$ cat src/rtl/uart_word_loader.sv
// Boot-time program loader: takes a little-endian word count followed by that
// many little-endian 32-bit words from the UART byte stream and writes them to memory.
module uart_word_loader #(
  parameter int unsigned ADDR_WIDTH = 15,
  parameter int unsigned BASE_ADDR  = 0
) (
  input  logic                  clk,
  input  logic                  rstn,
  input  logic                  start,
  input  logic [7:0]            rx_data,
  input  logic                  rx_ready,
  input  logic                  rx_ferr,
  output logic                  mem_we,
  output logic [ADDR_WIDTH-1:0] mem_addr,
  output logic [31:0]           mem_wdata,
  input  logic                  mem_ready,
  output logic                  busy,
  output logic                  done,
  output logic                  err,
  output logic [ADDR_WIDTH:0]   words_loaded
);

  typedef enum logic [2:0] {
    S_IDLE,
    S_HEADER,
    S_DATA,
    S_DONE,
    S_ERR
  } state_e;

  typedef logic [ADDR_WIDTH:0]   cnt_t;
  typedef logic [ADDR_WIDTH-1:0] addr_t;

  localparam addr_t       BASE  = addr_t'(BASE_ADDR);
  localparam logic [32:0] MAX_N = 33'(1) << ADDR_WIDTH;

  state_e      state_q, state_d;
  logic [1:0]  idx_q, idx_d;
  logic [31:0] shift_q, shift_d;
  cnt_t        count_q, count_d;
  cnt_t        asm_q, asm_d;
  cnt_t        loaded_q, loaded_d;
  logic        mem_we_q, mem_we_d;
  addr_t       addr_q, addr_d;
  logic [31:0] wdata_q, wdata_d;

  logic [31:0] shifted;
  logic        xfer;

  always_comb begin
    shifted = shift_q;
    shifted[{idx_q, 3'b000} +: 8] = rx_data;
  end

  assign xfer = mem_we_q & mem_ready;

  always_comb begin
    state_d  = state_q;
    idx_d    = idx_q;
    shift_d  = shift_q;
    count_d  = count_q;
    asm_d    = asm_q;
    loaded_d = loaded_q;
    mem_we_d = mem_we_q;
    addr_d   = addr_q;
    wdata_d  = wdata_q;

    unique case (state_q)
      S_IDLE, S_DONE, S_ERR: begin
        if (start) begin
          state_d  = S_HEADER;
          idx_d    = '0;
          shift_d  = '0;
          count_d  = '0;
          asm_d    = '0;
          loaded_d = '0;
          mem_we_d = 1'b0;
          addr_d   = BASE;
        end
      end

      S_HEADER: begin
        if (rx_ready) begin
          if (rx_ferr) begin
            state_d = S_ERR;
          end else begin
            shift_d = shifted;
            idx_d   = idx_q + 2'd1;
            if (idx_q == 2'd3) begin
              shift_d = '0;
              if (shifted == '0) begin
                state_d = S_DONE;
              end else if ({1'b0, shifted} > MAX_N) begin
                state_d = S_ERR;
              end else begin
                count_d = cnt_t'(shifted);
                state_d = S_DATA;
              end
            end
          end
        end
      end

      S_DATA: begin
        if (xfer) begin
          mem_we_d = 1'b0;
          addr_d   = addr_q + addr_t'(1);
          loaded_d = loaded_q + cnt_t'(1);
        end
        if (loaded_q == count_q) begin
          state_d = S_DONE;
        end else if (rx_ready) begin
          if (rx_ferr) begin
            state_d  = S_ERR;
            mem_we_d = 1'b0;
          end else if (asm_q != count_q) begin
            // A word completing alongside the previous transfer is legal; only a still-stalled write overruns.
            shift_d = shifted;
            idx_d   = idx_q + 2'd1;
            if (idx_q == 2'd3) begin
              shift_d = '0;
              asm_d   = asm_q + cnt_t'(1);
              if (mem_we_q && !mem_ready) begin
                state_d  = S_ERR;
                mem_we_d = 1'b0;
              end else begin
                mem_we_d = 1'b1;
                wdata_d  = shifted;
              end
            end
          end
        end
      end

      default: state_d = S_IDLE;
    endcase
  end

  always_ff @(posedge clk or negedge rstn) begin
    if (!rstn) begin
      state_q  <= S_IDLE;
      idx_q    <= '0;
      shift_q  <= '0;
      count_q  <= '0;
      asm_q    <= '0;
      loaded_q <= '0;
      mem_we_q <= 1'b0;
      addr_q   <= BASE;
      wdata_q  <= '0;
    end else begin
      state_q  <= state_d;
      idx_q    <= idx_d;
      shift_q  <= shift_d;
      count_q  <= count_d;
      asm_q    <= asm_d;
      loaded_q <= loaded_d;
      mem_we_q <= mem_we_d;
      addr_q   <= addr_d;
      wdata_q  <= wdata_d;
    end
  end

  assign mem_we       = mem_we_q;
  assign mem_addr     = addr_q;
  assign mem_wdata    = wdata_q;
  assign words_loaded = loaded_q;
  assign busy         = (state_q == S_HEADER) || (state_q == S_DATA);
  assign done         = (state_q == S_DONE);
  assign err          = (state_q == S_ERR);

endmodule

$ cat config.mk
export PLATFORM = sky130hd
export DESIGN_NAME = uart_word_loader
export DESIGN_NICKNAME = d
export VERILOG_FILES = /design/src/rtl/uart_word_loader.sv
export SDC_FILE = /design/constraint.sdc
export NUM_CORES = 1
export LEC_CHECK = 0
export ABC_AREA = 1
export ABC_CLOCK_PERIOD_IN_PS = 2200
export BUFFER_PORTS_ARGS = -buffer_cell sky130_fd_sc_hd__buf_2
export CAP_MARGIN = 20
export CORE_MARGIN = 4
export CORE_UTILIZATION = 35
export DETAILED_ROUTE_END_ITERATION = 16
export SLEW_MARGIN = 0
export SYNTH_ARGS = -nofsm -noshare
export SYNTH_HDL_FRONTEND = slang
export SYNTH_SLANG_ARGS = --single-unit
$ cat constraint.sdc
create_clock -name clk -period 2.2 [get_ports clk]
set_input_delay 0.44 -clock clk [delete_from_list [all_inputs] [get_ports clk]]
set_output_delay 0.44 -clock clk [all_outputs]
set_load 0.005 [all_outputs]
==> key figures <==
Placed design
  – DP Area: about 0.0087 mm^2
  – Dpl cells: about 1,400
  – Placement Setup Slack: -0.1696 ns
  – I/O Buffers: 80
  – Final Wtd Congestion: 0.8659
  – Post-detail-place hpwl: approximately 15,000 um

Synth
  – Netlist cell types: 39
  – Area contributors post-synth: dfrtp_1, nand2_1, nor2_1
  – Syn Inst Count: 952
  – Warnings, synthesis: 0
  – Complex-gate fraction of the synthesized area: a little under an eighth
  – Largest family of logic cells by synthesized area: simple AND/OR/NAND/NOR gates
  – Post-Synth Simple-Gate Area: between 20% and 30%
  – Synth top area share: 45.35%
  – Adder-Cell Fraction of Synth Area: 1.535%
  – Syn nets: 975
  – Syn avg cell area: 7.708 um^2
  – Asr flop ratio synth: 100.0%
  – Netlist Area Pre-Place: 0.007338 mm^2
  – Leading register cell type out of synthesis: dfrtp_1
  – Yosys reg bits: ~130
  – Yosys top cell by area: dfrtp_1
  – Xor and xnor area share after synthesis: 5.371%
  – Post-synth EDFFs: 0
  – Mux cell area share after synthesis: 0%
  – Sequential area share after synthesis: about 45%

Clock network
  – TritonCTS clock tree: yes
  – Root Buffer: clkbuf_16
  – Clk sinks: approximately 130
  – H-Tree Depth: 4
  – Clock Tree Buf Depth: 2
  – Clock-pin slew on the worst setup and hold paths: roughly 0.060 ns
  – CTS Buf Count: 17
  – Worst skew pair latency: between 0.4 and 0.5 ns

Power and ir drop
  – Int Pwr: slightly above 6 mW
  – VDD IR max: about 0.00063 V
  – Clk pwr share: between 30% and 40%
  – P per Cell Area: between 1000 and 1500 mW/mm^2
  – Switch Pwr: 3.573 mW
  – Leak: 4.812 nW
  – Reg power frac: between 20 and 30%
  – Power share of the combinational group: ~37%
  – Sw Ratio: a little under two fifths

Setup path
  – CP Capture Type: flip-flop
  – Critical path's slowest cell: dfrtp_1
  – Critical path cell sequence: clkinvlp_4, ha_4, buf_4, nand3_4, nor2_1, nor2_1, nand2_1, nor2_1, nand2_1, nor2_4, nand2_2, nor2_4, buf_12, nand4_1, nand2_1
  – Crit Path Category: flip-flop to flip-flop
  – Critical Path Fanout Max: 16
  – CP Launch Type: flip-flop
  – Critical Path AT: roughly 2.6 ns
  – Biggest cell delay along the critical path: about 0.39 ns
  – Required @ worst endpoint: 2.56 ns

Floorplanning
  – Die H: around 150 um
  – Rows: 52
  – Starting density of the core: between 30 and 40%
  – Core footprint: 0.02043 mm^2
  – Die X: 152.8 um
  – Die footprint: roughly 0.023 mm^2
  – IO Pins: 81

Timing
  – Min Tclk post-route: between 2 and 2.5 ns
  – Max transition margin: between 60% and 70%
  – Peak Freq: approximately 440 MHz
  – Setup violations, final: 16
  – Worst-margin pin slew: about 0.45 ns
  – Max Slew Vio Count: 0
  – Unrepaired setup endpoints after global routing: true
  – Skew final: around 0.0091 ns
  – Period utilization: 104.0%
  – Setup ws final: -0.08757 ns
  – Hold Fails Final Rpt: 0
  – Setup_tns: -1.064 ns

Global routing
  – Initial antenna violation count: 0
  – Vias in the first global route: between 6,000 and 7,000
  – GRT Resource Usage Total: around 18%
  – Largest net degree at the start of global routing: between 60 and 70
  – First-pass GRT wire length: approximately 35,000 um
  – Total gr overflow: 0

Final layout
  – NumNets Final: about 1,100
  – Final cell count without fillers: between 1,000 and 1,500
  – Layout Utilization: a little under half
  – Register area: roughly 0.0033 mm^2
  – Multi-input gate area: roughly 0.0036 mm^2
  – Final Instance Area: 0.009615 mm^2
  – Area Overhead vs Synth: 31.03%
  – Fill cells: approximately 2,000
  – Share of cells above drive strength 1: a little under a quarter
  – ANT cells: 0

Run status
  – Failing checks: setup timing
  – Status: finished, violations left

Job
  – Max Cap Violations: 0

Routing
  – DRC viols: 0
  – Vias per inst: between 4 and 5
  – 1st-pass router iterations: 7
  – Routed via count: between 6,000 and 7,000
  – Initial DRC count: about 470
  – Wire per inst: between 10 and 15 um
  – Routed WL: 20,690 um
  – Detail Route Antenna Nets: 0

Min path
  – Worst min-delay path class: input port to flip-flop
synth_stat cells (all sizes together), types with 9 or more instances:
master and number:
o31ai 11, dfrtp 133, nor2 111, nand3b 13, xor2 41, o21ai 89
a21oi 33, nand4 28, ha 9, inv 103, buf 11, nor3 19
clkbuf 21, nand2 227, nand3 66
sequential cells by signal, indices dropped and copies added, names as in the netlist:
name          flops
mem_wdata        32
words_loaded     16
mem_we            1
count_q          16
state_q           3
mem_addr         15
shift_q          32
idx_q             2
asm_q            16
layer usage:
layer,vias up,global-route usage (%),share of wire (%)
met3,24,3.777,4.8
met4,0,4.328,1.3
met5,-,0,0
li1,3467,-,-
met2,178,29.29,48
met1,3320,23.98,46
metrics by stage:
step	hold WS (ns)	total power, mW
after floorplan	0.1444	4.848
final	0.3459	9.646
after detailed placement	0.4051	6.150
after CTS	0.3275	9.577
after global placement	0.4019	6.134
after global routing	0.3458	10.22
placed cells by master, fill, tap and decap left out, drive strengths merged:
cell type      n
a31oi          8
buf          176
inv          102
nand2        228
nor4           5
nand3         66
xnor2          4
o21bai         2
o21a           2
a211oi         2
nor3b          3
nand4         28
xor2          41
o31ai         11
dfrtp        133
bufinv         6
o21ai         89
nor2         111
ha             9
a21oi         33
nor3          19
clkinvlp       5
dlygate4sd3    1
nand3b        13
a221oi         1
and2           1
clkinv         4
clkbuf        19
o22ai          3
o22a           5
layout make-up:
| cell class | instances | area share, % |
|---|---|---|
| Timing Repair inverter | 1 | 0.05205 |
| Tap cell | 270 | 3.513 |
| Clock buffer | 19 | 4.606 |
| Clock inverter | 12 | 2.355 |
| Sequential cell | 133 | 34.63 |
| Timing Repair Buffer | 177 | 12.82 |
| Multi-Input combinational cell | 684 | 37.89 |
| Inverter | 104 | 4.138 |
cells by family after synthesis:
| kind of cell | Yosys count |
|---|---|
| XOR/XNOR | 45 |
| AO/OA/AOI/OAI | 156 |
| AND/OR/NAND/NOR | 473 |
| flip-flops | 133 |
| adder cells (fa/ha/maj) | 9 |
| buffers and inverters | 136 |
power by group through the flow:
stage	clock, mW	sequential (mW)	combinational [mW]
after floorplan	0	2.80	2.05
after global placement	0	2.81	3.33
final	3.27	2.77	3.60
after CTS	3.31	2.77	3.49
after global routing	3.44	2.79	3.99
after detailed placement	0	2.81	3.34
final timing paths:
kind / startpoint / endpoint / slack (ns) / depth (start not counted)
min reg2reg: mem_wdata[8]$_DFFE_PN0P_ / mem_wdata[8]$_DFFE_PN0P_ / 0.47 / 2
min in group asynchronous: rstn / words_loaded[11]$_DFFE_PN0P_ / 0.52 / 2
max in group asynchronous: rstn / count_q[9]$_DFFE_PN0P_ / 1.06 / 3
max reg2reg: idx_q[0]$_DFFE_PN0P_ / count_q[14]$_DFFE_PN0P_ / -0.09 / 15
max: idx_q[0]$_DFFE_PN0P_ / count_q[14]$_DFFE_PN0P_ / -0.09 / 15
min: mem_ready / mem_addr[0]$_DFFE_PN0P_ / 0.35 / 3
what timing repair did:
action / 4_1_cts / 5_1_grt
gates cloned: 1 / 1
hold endpoints to repair: 39 / 0
hold buffers: 1 / 0
endpoints found under the setup margin: 20 / 70
gates resized for setup: 15 / 28
setup buffers: 3 / 1
pin swaps: 2 / 4
critical path: cells and delay by family (launching register included):
family        cells  cell delay, ns
fa+ha+maj         1            0.30
simple gates     11            1.10
buf+inv           3            0.43
flops             1            0.39
No activity file was read; power rests on OpenSTA's default activity.
